### config.mk
export PLATFORM = sky130hd
export DESIGN_NAME = pc_fetch_ctrl_flat
export DESIGN_NICKNAME = d
export VERILOG_FILES = /design/src/rtl/pc_fetch_ctrl_if.sv /design/src/rtl/pc_fetch_ctrl.sv /design/src/flat_wrapper.sv
export SDC_FILE = /design/constraint.sdc
export NUM_CORES = 1
export LEC_CHECK = 0
export CORE_MARGIN = 1
export CORE_UTILIZATION = 40
export DETAILED_ROUTE_END_ITERATION = 8
export GPL_TIMING_DRIVEN = 0
export PLACE_DENSITY_LB_ADDON = 0.3
export SYNTH_ARGS = -nofsm -noshare
export SYNTH_HDL_FRONTEND = slang
export SYNTH_SLANG_ARGS = --single-unit
### constraint.sdc
create_clock -name clk -period 5.45 [get_ports clk]
set_clock_uncertainty 0.1 [all_clocks]
set_input_delay 0.545 -clock clk [delete_from_list [all_inputs] [get_ports clk]]
set_output_delay 0.545 -clock clk [all_outputs]
set_load 0.02 [all_outputs]
### src/rtl/pc_fetch_ctrl_if.sv
// Bundle of the fetch controller's redirect, instruction-memory and
// downstream instruction-handshake signals.
interface pc_fetch_ctrl_if;
  logic        redir_b;
  logic        redir_j;
  logic [31:0] br_value;
  logic [31:0] j_value;

  logic        imem_req_valid;
  logic [31:0] imem_req_addr;
  logic        imem_req_ready;
  logic        imem_rsp_valid;
  logic [31:0] imem_rsp_data;

  logic        if_valid;
  logic        if_ready;
  logic [31:0] if_pc;
  logic [31:0] if_instr;

  logic [15:0] flush_cnt;

  // Fetch controller side
  modport master (
    input  redir_b, redir_j, br_value, j_value,
    output imem_req_valid, imem_req_addr,
    input  imem_req_ready, imem_rsp_valid, imem_rsp_data,
    output if_valid, if_pc, if_instr,
    input  if_ready,
    output flush_cnt
  );

  // Environment side (memory, redirect source, decode stage)
  modport slave (
    output redir_b, redir_j, br_value, j_value,
    input  imem_req_valid, imem_req_addr,
    output imem_req_ready, imem_rsp_valid, imem_rsp_data,
    input  if_valid, if_pc, if_instr,
    output if_ready,
    input  flush_cnt
  );
endinterface

### src/rtl/pc_fetch_ctrl.sv
// Program-counter / instruction-fetch controller. Issues one instruction
// memory request at a time, hands the returned word downstream, and
// discards responses made stale by branch/jump redirects.
module pc_fetch_ctrl #(
  parameter logic [31:0] RESET_ADDR = 32'h0000_0000,
  parameter int unsigned PC_STEP    = 4
) (
  input  logic           clk,
  input  logic           rst,
  pc_fetch_ctrl_if.master bus
);

  localparam logic [31:0] STEP = 32'(PC_STEP);

  typedef enum logic [2:0] {
    S_IDLE,
    S_REQ,
    S_WAIT,
    S_OUT,
    S_FLUSH
  } state_t;

  state_t      state, state_n;
  logic [31:0] pc, pc_n;
  logic [31:0] req_addr, req_addr_n;
  logic        redir_pend, redir_pend_n;
  logic [31:0] instr_q, instr_n;
  logic [31:0] if_pc_q, if_pc_n;
  logic [15:0] flush_cnt_q;
  logic        discard;

  logic        redir;
  logic [31:0] target;

  // Branch redirect wins over jump redirect
  assign redir  = bus.redir_b | bus.redir_j;
  assign target = bus.redir_b ? bus.br_value : bus.j_value;

  // Next-state, next-PC and response-capture decisions
  always_comb begin
    state_n      = state;
    pc_n         = pc;
    redir_pend_n = redir_pend;
    instr_n      = instr_q;
    if_pc_n      = if_pc_q;
    discard      = 1'b0;
    unique case (state)
      S_IDLE: state_n = S_REQ;
      S_REQ: begin
        if (bus.imem_req_ready) begin
          redir_pend_n = 1'b0;
          if (redir_pend || redir) begin
            // pc already holds the pending target unless a newer one arrives now
            state_n = S_FLUSH;
            if (redir) pc_n = target;
          end else begin
            state_n = S_WAIT;
            pc_n    = req_addr + STEP;
          end
        end else if (redir) begin
          redir_pend_n = 1'b1;
          pc_n         = target;
        end
      end
      S_WAIT: begin
        if (redir) begin
          pc_n = target;
          if (bus.imem_rsp_valid) begin
            discard = 1'b1;
            state_n = S_REQ;
          end else begin
            state_n = S_FLUSH;
          end
        end else if (bus.imem_rsp_valid) begin
          instr_n = bus.imem_rsp_data;
          if_pc_n = req_addr;
          state_n = S_OUT;
        end
      end
      S_FLUSH: begin
        if (redir) pc_n = target;
        if (bus.imem_rsp_valid) begin
          discard = 1'b1;
          state_n = S_REQ;
        end
      end
      S_OUT: begin
        if (redir) begin
          pc_n    = target;
          state_n = S_REQ;
        end else if (bus.if_ready) begin
          state_n = S_REQ;
        end
      end
      default: state_n = S_IDLE;
    endcase
    // Latch the fetch address only when a new request begins, so it is stable while stalled
    req_addr_n = ((state_n == S_REQ) && (state != S_REQ)) ? pc_n : req_addr;
  end

  // State and datapath registers
  always_ff @(posedge clk or posedge rst) begin
    if (rst) begin
      state      <= S_IDLE;
      pc         <= RESET_ADDR;
      req_addr   <= RESET_ADDR;
      redir_pend <= 1'b0;
      instr_q    <= '0;
      if_pc_q    <= '0;
    end else begin
      state      <= state_n;
      pc         <= pc_n;
      req_addr   <= req_addr_n;
      redir_pend <= redir_pend_n;
      instr_q    <= instr_n;
      if_pc_q    <= if_pc_n;
    end
  end

  // Saturating count of discarded memory responses
  always_ff @(posedge clk or posedge rst) begin
    if (rst) begin
      flush_cnt_q <= '0;
    end else if (discard && (flush_cnt_q != '1)) begin
      flush_cnt_q <= flush_cnt_q + 16'd1;
    end
  end

  assign bus.imem_req_valid = (state == S_REQ);
  assign bus.imem_req_addr  = req_addr;
  assign bus.if_valid       = (state == S_OUT);
  assign bus.if_pc          = if_pc_q;
  assign bus.if_instr       = instr_q;
  assign bus.flush_cnt      = flush_cnt_q;

endmodule

### src/flat_wrapper.sv
// flat-port wrapper written by rule: the top's interface ports become plain ports
module pc_fetch_ctrl_flat 
#(
  parameter logic [31:0] RESET_ADDR = 32'h0000_0000,
  parameter int unsigned PC_STEP    = 4
)
  (clk, rst, bus_redir_b, bus_redir_j, bus_br_value, bus_j_value, bus_imem_req_valid, bus_imem_req_addr, bus_imem_req_ready, bus_imem_rsp_valid, bus_imem_rsp_data, bus_if_valid, bus_if_pc, bus_if_instr, bus_if_ready, bus_flush_cnt);
  pc_fetch_ctrl_if bus_i ();
  input  logic clk;
  input  logic rst;
  input wire logic [$bits(bus_i.redir_b)-1:0] bus_redir_b;
  input wire logic [$bits(bus_i.redir_j)-1:0] bus_redir_j;
  input wire logic [$bits(bus_i.br_value)-1:0] bus_br_value;
  input wire logic [$bits(bus_i.j_value)-1:0] bus_j_value;
  output wire logic [$bits(bus_i.imem_req_valid)-1:0] bus_imem_req_valid;
  output wire logic [$bits(bus_i.imem_req_addr)-1:0] bus_imem_req_addr;
  input wire logic [$bits(bus_i.imem_req_ready)-1:0] bus_imem_req_ready;
  input wire logic [$bits(bus_i.imem_rsp_valid)-1:0] bus_imem_rsp_valid;
  input wire logic [$bits(bus_i.imem_rsp_data)-1:0] bus_imem_rsp_data;
  output wire logic [$bits(bus_i.if_valid)-1:0] bus_if_valid;
  output wire logic [$bits(bus_i.if_pc)-1:0] bus_if_pc;
  output wire logic [$bits(bus_i.if_instr)-1:0] bus_if_instr;
  input wire logic [$bits(bus_i.if_ready)-1:0] bus_if_ready;
  output wire logic [$bits(bus_i.flush_cnt)-1:0] bus_flush_cnt;
  assign bus_i.redir_b = bus_redir_b;
  assign bus_i.redir_j = bus_redir_j;
  assign bus_i.br_value = bus_br_value;
  assign bus_i.j_value = bus_j_value;
  assign bus_imem_req_valid = bus_i.imem_req_valid;
  assign bus_imem_req_addr = bus_i.imem_req_addr;
  assign bus_i.imem_req_ready = bus_imem_req_ready;
  assign bus_i.imem_rsp_valid = bus_imem_rsp_valid;
  assign bus_i.imem_rsp_data = bus_imem_rsp_data;
  assign bus_if_valid = bus_i.if_valid;
  assign bus_if_pc = bus_i.if_pc;
  assign bus_if_instr = bus_i.if_instr;
  assign bus_i.if_ready = bus_if_ready;
  assign bus_flush_cnt = bus_i.flush_cnt;
  pc_fetch_ctrl #(.RESET_ADDR(RESET_ADDR), .PC_STEP(PC_STEP)) u_core (.clk(clk), .rst(rst), .bus(bus_i));
endmodule
==> impl_metrics.toml <==
[worst_setup_path]
critPathSlowestCell = "clkdlybuf4s50_1"
crit_arrival_ps = 2300
required_ps = 4810
path_cells = "buf_2 -> nor3b_2 -> clkdlybuf4s50_1"
cp_max_fo = 10
crit_type = "flip-flop to primary output"
critPathLaunchType = "flip-flop"
end_kind = "primary output"
critPathMaxStageDelay_ps = 740

[sta]
tightest_slew_ps = 1180
fin_crit_ps = 2950
max_freq_ghz = 0.339
period_share = 0.541
setup_viol = 0
hold_viol_final = 0
max_slew_margin = 0.203
rsz0062_at_grt = "false"
finalMaxSlewViolations = 0

[pwr]
p_switching_uw = 1800
switching_share = 0.379
p_int_uw = 2950
power.clock.fraction = 0.235
vdd_drop_max_v = 0.000331
powerDensity_mw_per_mm2 = 465
p_leak_uw = 0.00451
power_frac_comb = 0.399
p_seq_frac = 0.366

[floorplan]
die_w_um = 136
pin_count = 217
design.core.area_sq_mm = 0.0174
fp-row-count = 48
start_util = 0.412
die_area_sq_mm = 0.0185
die_h_um = 136

[grt]
antenna_found_initial = 0
grtUsageTotal = 0.219
grt_overflow = 0
grt_pass1_wl_mm = 30.7
grt_pass1_vias = 5676
grt_max_degree = 81

[clock_tree]
clkSlewWorstSetupHoldPaths_ps = 60
cts_buffers = 17
postCtsSetupBuffers = 0
ctsHoldBuffers = 0
numClockSinks = 148
htree_levels = 4
clock_latency_ps = 420
cts-root-buf = "clkbuf_16"
cts_resized = 0
cts_tree = "built"
clockBufferDepth = 2

[synth]
ys_seq_area_frac = 0.516
synth_common_cells = "dfrtp_1, o21ai_0, mux2_4, nand2_1, nor2_1"
syn_nets = 731
synth_cell_types = 54
ys_warn_count = 0
synth.largest_area_cell = "dfrtp_1"
synth-seq-cells = 148
syn_inst = 626
yosysMostFrequentCell = "dfrtp_1"
synth_edf_count = 0
synthTopCellsByArea = "dfrtp_1, mux2_4, mux2_2"
async_flop_share = 1.00
ys.flop_type = "dfrtp_1"
synth.avg_cell_area_sq_um = 11.5
mappedNetlistArea_sq_mm = 0.00718
synth.top_cell.area_share = 0.516

[detailed_routing]
ant_nets = 0
finalWirelength_mm = 19.9
avgViaCountPerCell = 5.27
wire_per_inst_um = 18.1
vias = 5790
drt_iter0_markers = 352
firstDrtPassIters = 5
drc_errors = 0

[placed_design]
postPlaceCellArea_sq_mm = 0.00965
numPortBuffers = 216
gp_congestion = 0.802
dpl.hpwl_mm = 14.3

[final_layout]
fin_area_sq_mm = 0.0102
antenna_cells = 0
regArea_sq_mm = 0.00370
drive_above_1_share = 0.157
area_growth_pct = 42.3
multiInputGateArea_sq_mm = 0.00324
fin_util = 0.586
n_fill_cell = 1504
nets = 967

[run]
max-cap-violations = 0

[min_path]
hold_class = "flip-flop to flip-flop"

[run_status]
status = "finished, final reports clean"
==> per-layer routing <==
layer | wire length [um] | track usage | up-vias
li1 | - | - | 2733
met1 | 8710 | 0.286 | 2853
met2 | 9710 | 0.362 | 179
met3 | 1150 | 0.0481 | 25
met4 | 301 | 0.0704 | 0
met5 | 0 | 0 | -
==> sequential cells by signal (all words and copies together), names as in the netlist <==
name / count
u_core.bus.imem_req_addr: 32
u_core.bus.if_instr: 32
u_core.bus.flush_cnt: 16
u_core.redir_pend: 1
u_core.state: 3
u_core.pc: 32
u_core.bus.if_pc: 32
==> critical path, delay by kind of cell (launching register included) <==
family / cells / cell delay [ps]
buf+inv: 2 / 930
flops: 1 / 390
simple gates: 1 / 570
==> power by group through the flow <==
stage | Combinational (uW) | Clock [uW] | Sequential [uW]
final | 1890 | 1110 | 1740
after detailed placement | 1890 | 0 | 1750
after CTS | 1900 | 1140 | 1740
after floorplan | 919 | 0 | 1900
after global routing | 2060 | 1190 | 1790
after global placement | 1850 | 0 | 1740
==> logic make-up (layout without fill, tap and decap cells) <==
| logic type | count (synthesis) | count (layout) | share of synthesized area |
|---|---|---|---|
| AOI/OAI and AO/OA | 125 | 125 | 0.107 |
| and+or+nand+nor | 179 | 179 | 0.129 |
| buffers and inverters | 42 | 290 | 0.0321 |
| adders and majority gates | 2 | 2 | 0.00349 |
| muxes | 92 | 92 | 0.166 |
| DFF | 148 | 148 | 0.516 |
| xor gates and xnor gates | 38 | 38 | 0.0464 |
==> worst paths after layout <==
check,from,to,slack (ps),cells past startpoint
max in group asynchronous,rst,u_core.bus.if_pc[31],3880,3
worst min register to register,u_core.pc[6],u_core.pc[6],390,1
worst max-delay path,u_core.state[1],bus_imem_req_valid,2500,3
worst min-delay path,u_core.pc[6],u_core.pc[6],390,1
worst max register to register,u_core.redir_pend,u_core.pc[20],2820,4
min in group asynchronous,rst,u_core.bus.flush_cnt[8],510,2
==> cell type report <==
class,instances,area share
buffer,32,0.0189
clock buffer,19,0.0443
clock inverter,12,0.0105
inverter,10,0.00416
multi-input combinational,436,0.318
sequential,148,0.363
tap,225,0.0276
timing repair buffer,217,0.214
==> layout by cell type, fill, tap and decap left out, types with 3 or more instances in the layout <==
master,netlist,final
a311oi_1,3,3
a21oi_1,30,30
xnor2_1,16,16
clkbuf_16,0,17
clkdlybuf4s50_1,0,216
buf_2,10,10
a211o_1,5,5
and3_1,9,9
nand2_1,44,44
o21ai_0,51,51
nor2b_1,4,4
dfrtp_1,148,148
mux2_4,48,48
and4_1,3,3
and2_1,7,7
a21o_1,3,3
a22oi_1,11,11
nor3_1,9,9
inv_1,10,9
buf_6,7,7
clkbuf_1,11,11
xor2_1,22,22
clkinvlp_4,0,6
mux2_2,26,26
clkinv_2,0,3
nand3_1,23,23
nand4_1,23,23
mux2i_1,18,18
nor2_1,41,41
==> through the flow <==
stage	std cells	power [uW]	setup TNS [ps]	hold WS, ps	worst slack, ps
after floorplan	626	2820	0	341	825
after global placement	1067	3600	-204820	351	-1400
after detailed placement	1068	3640	0	366	2100
after CTS	1099	4780	0	380	2480
after global routing	1099	5030	0	394	2350
final	1099	4750	0	387	2500
Power figures use the tool's default switching activity.
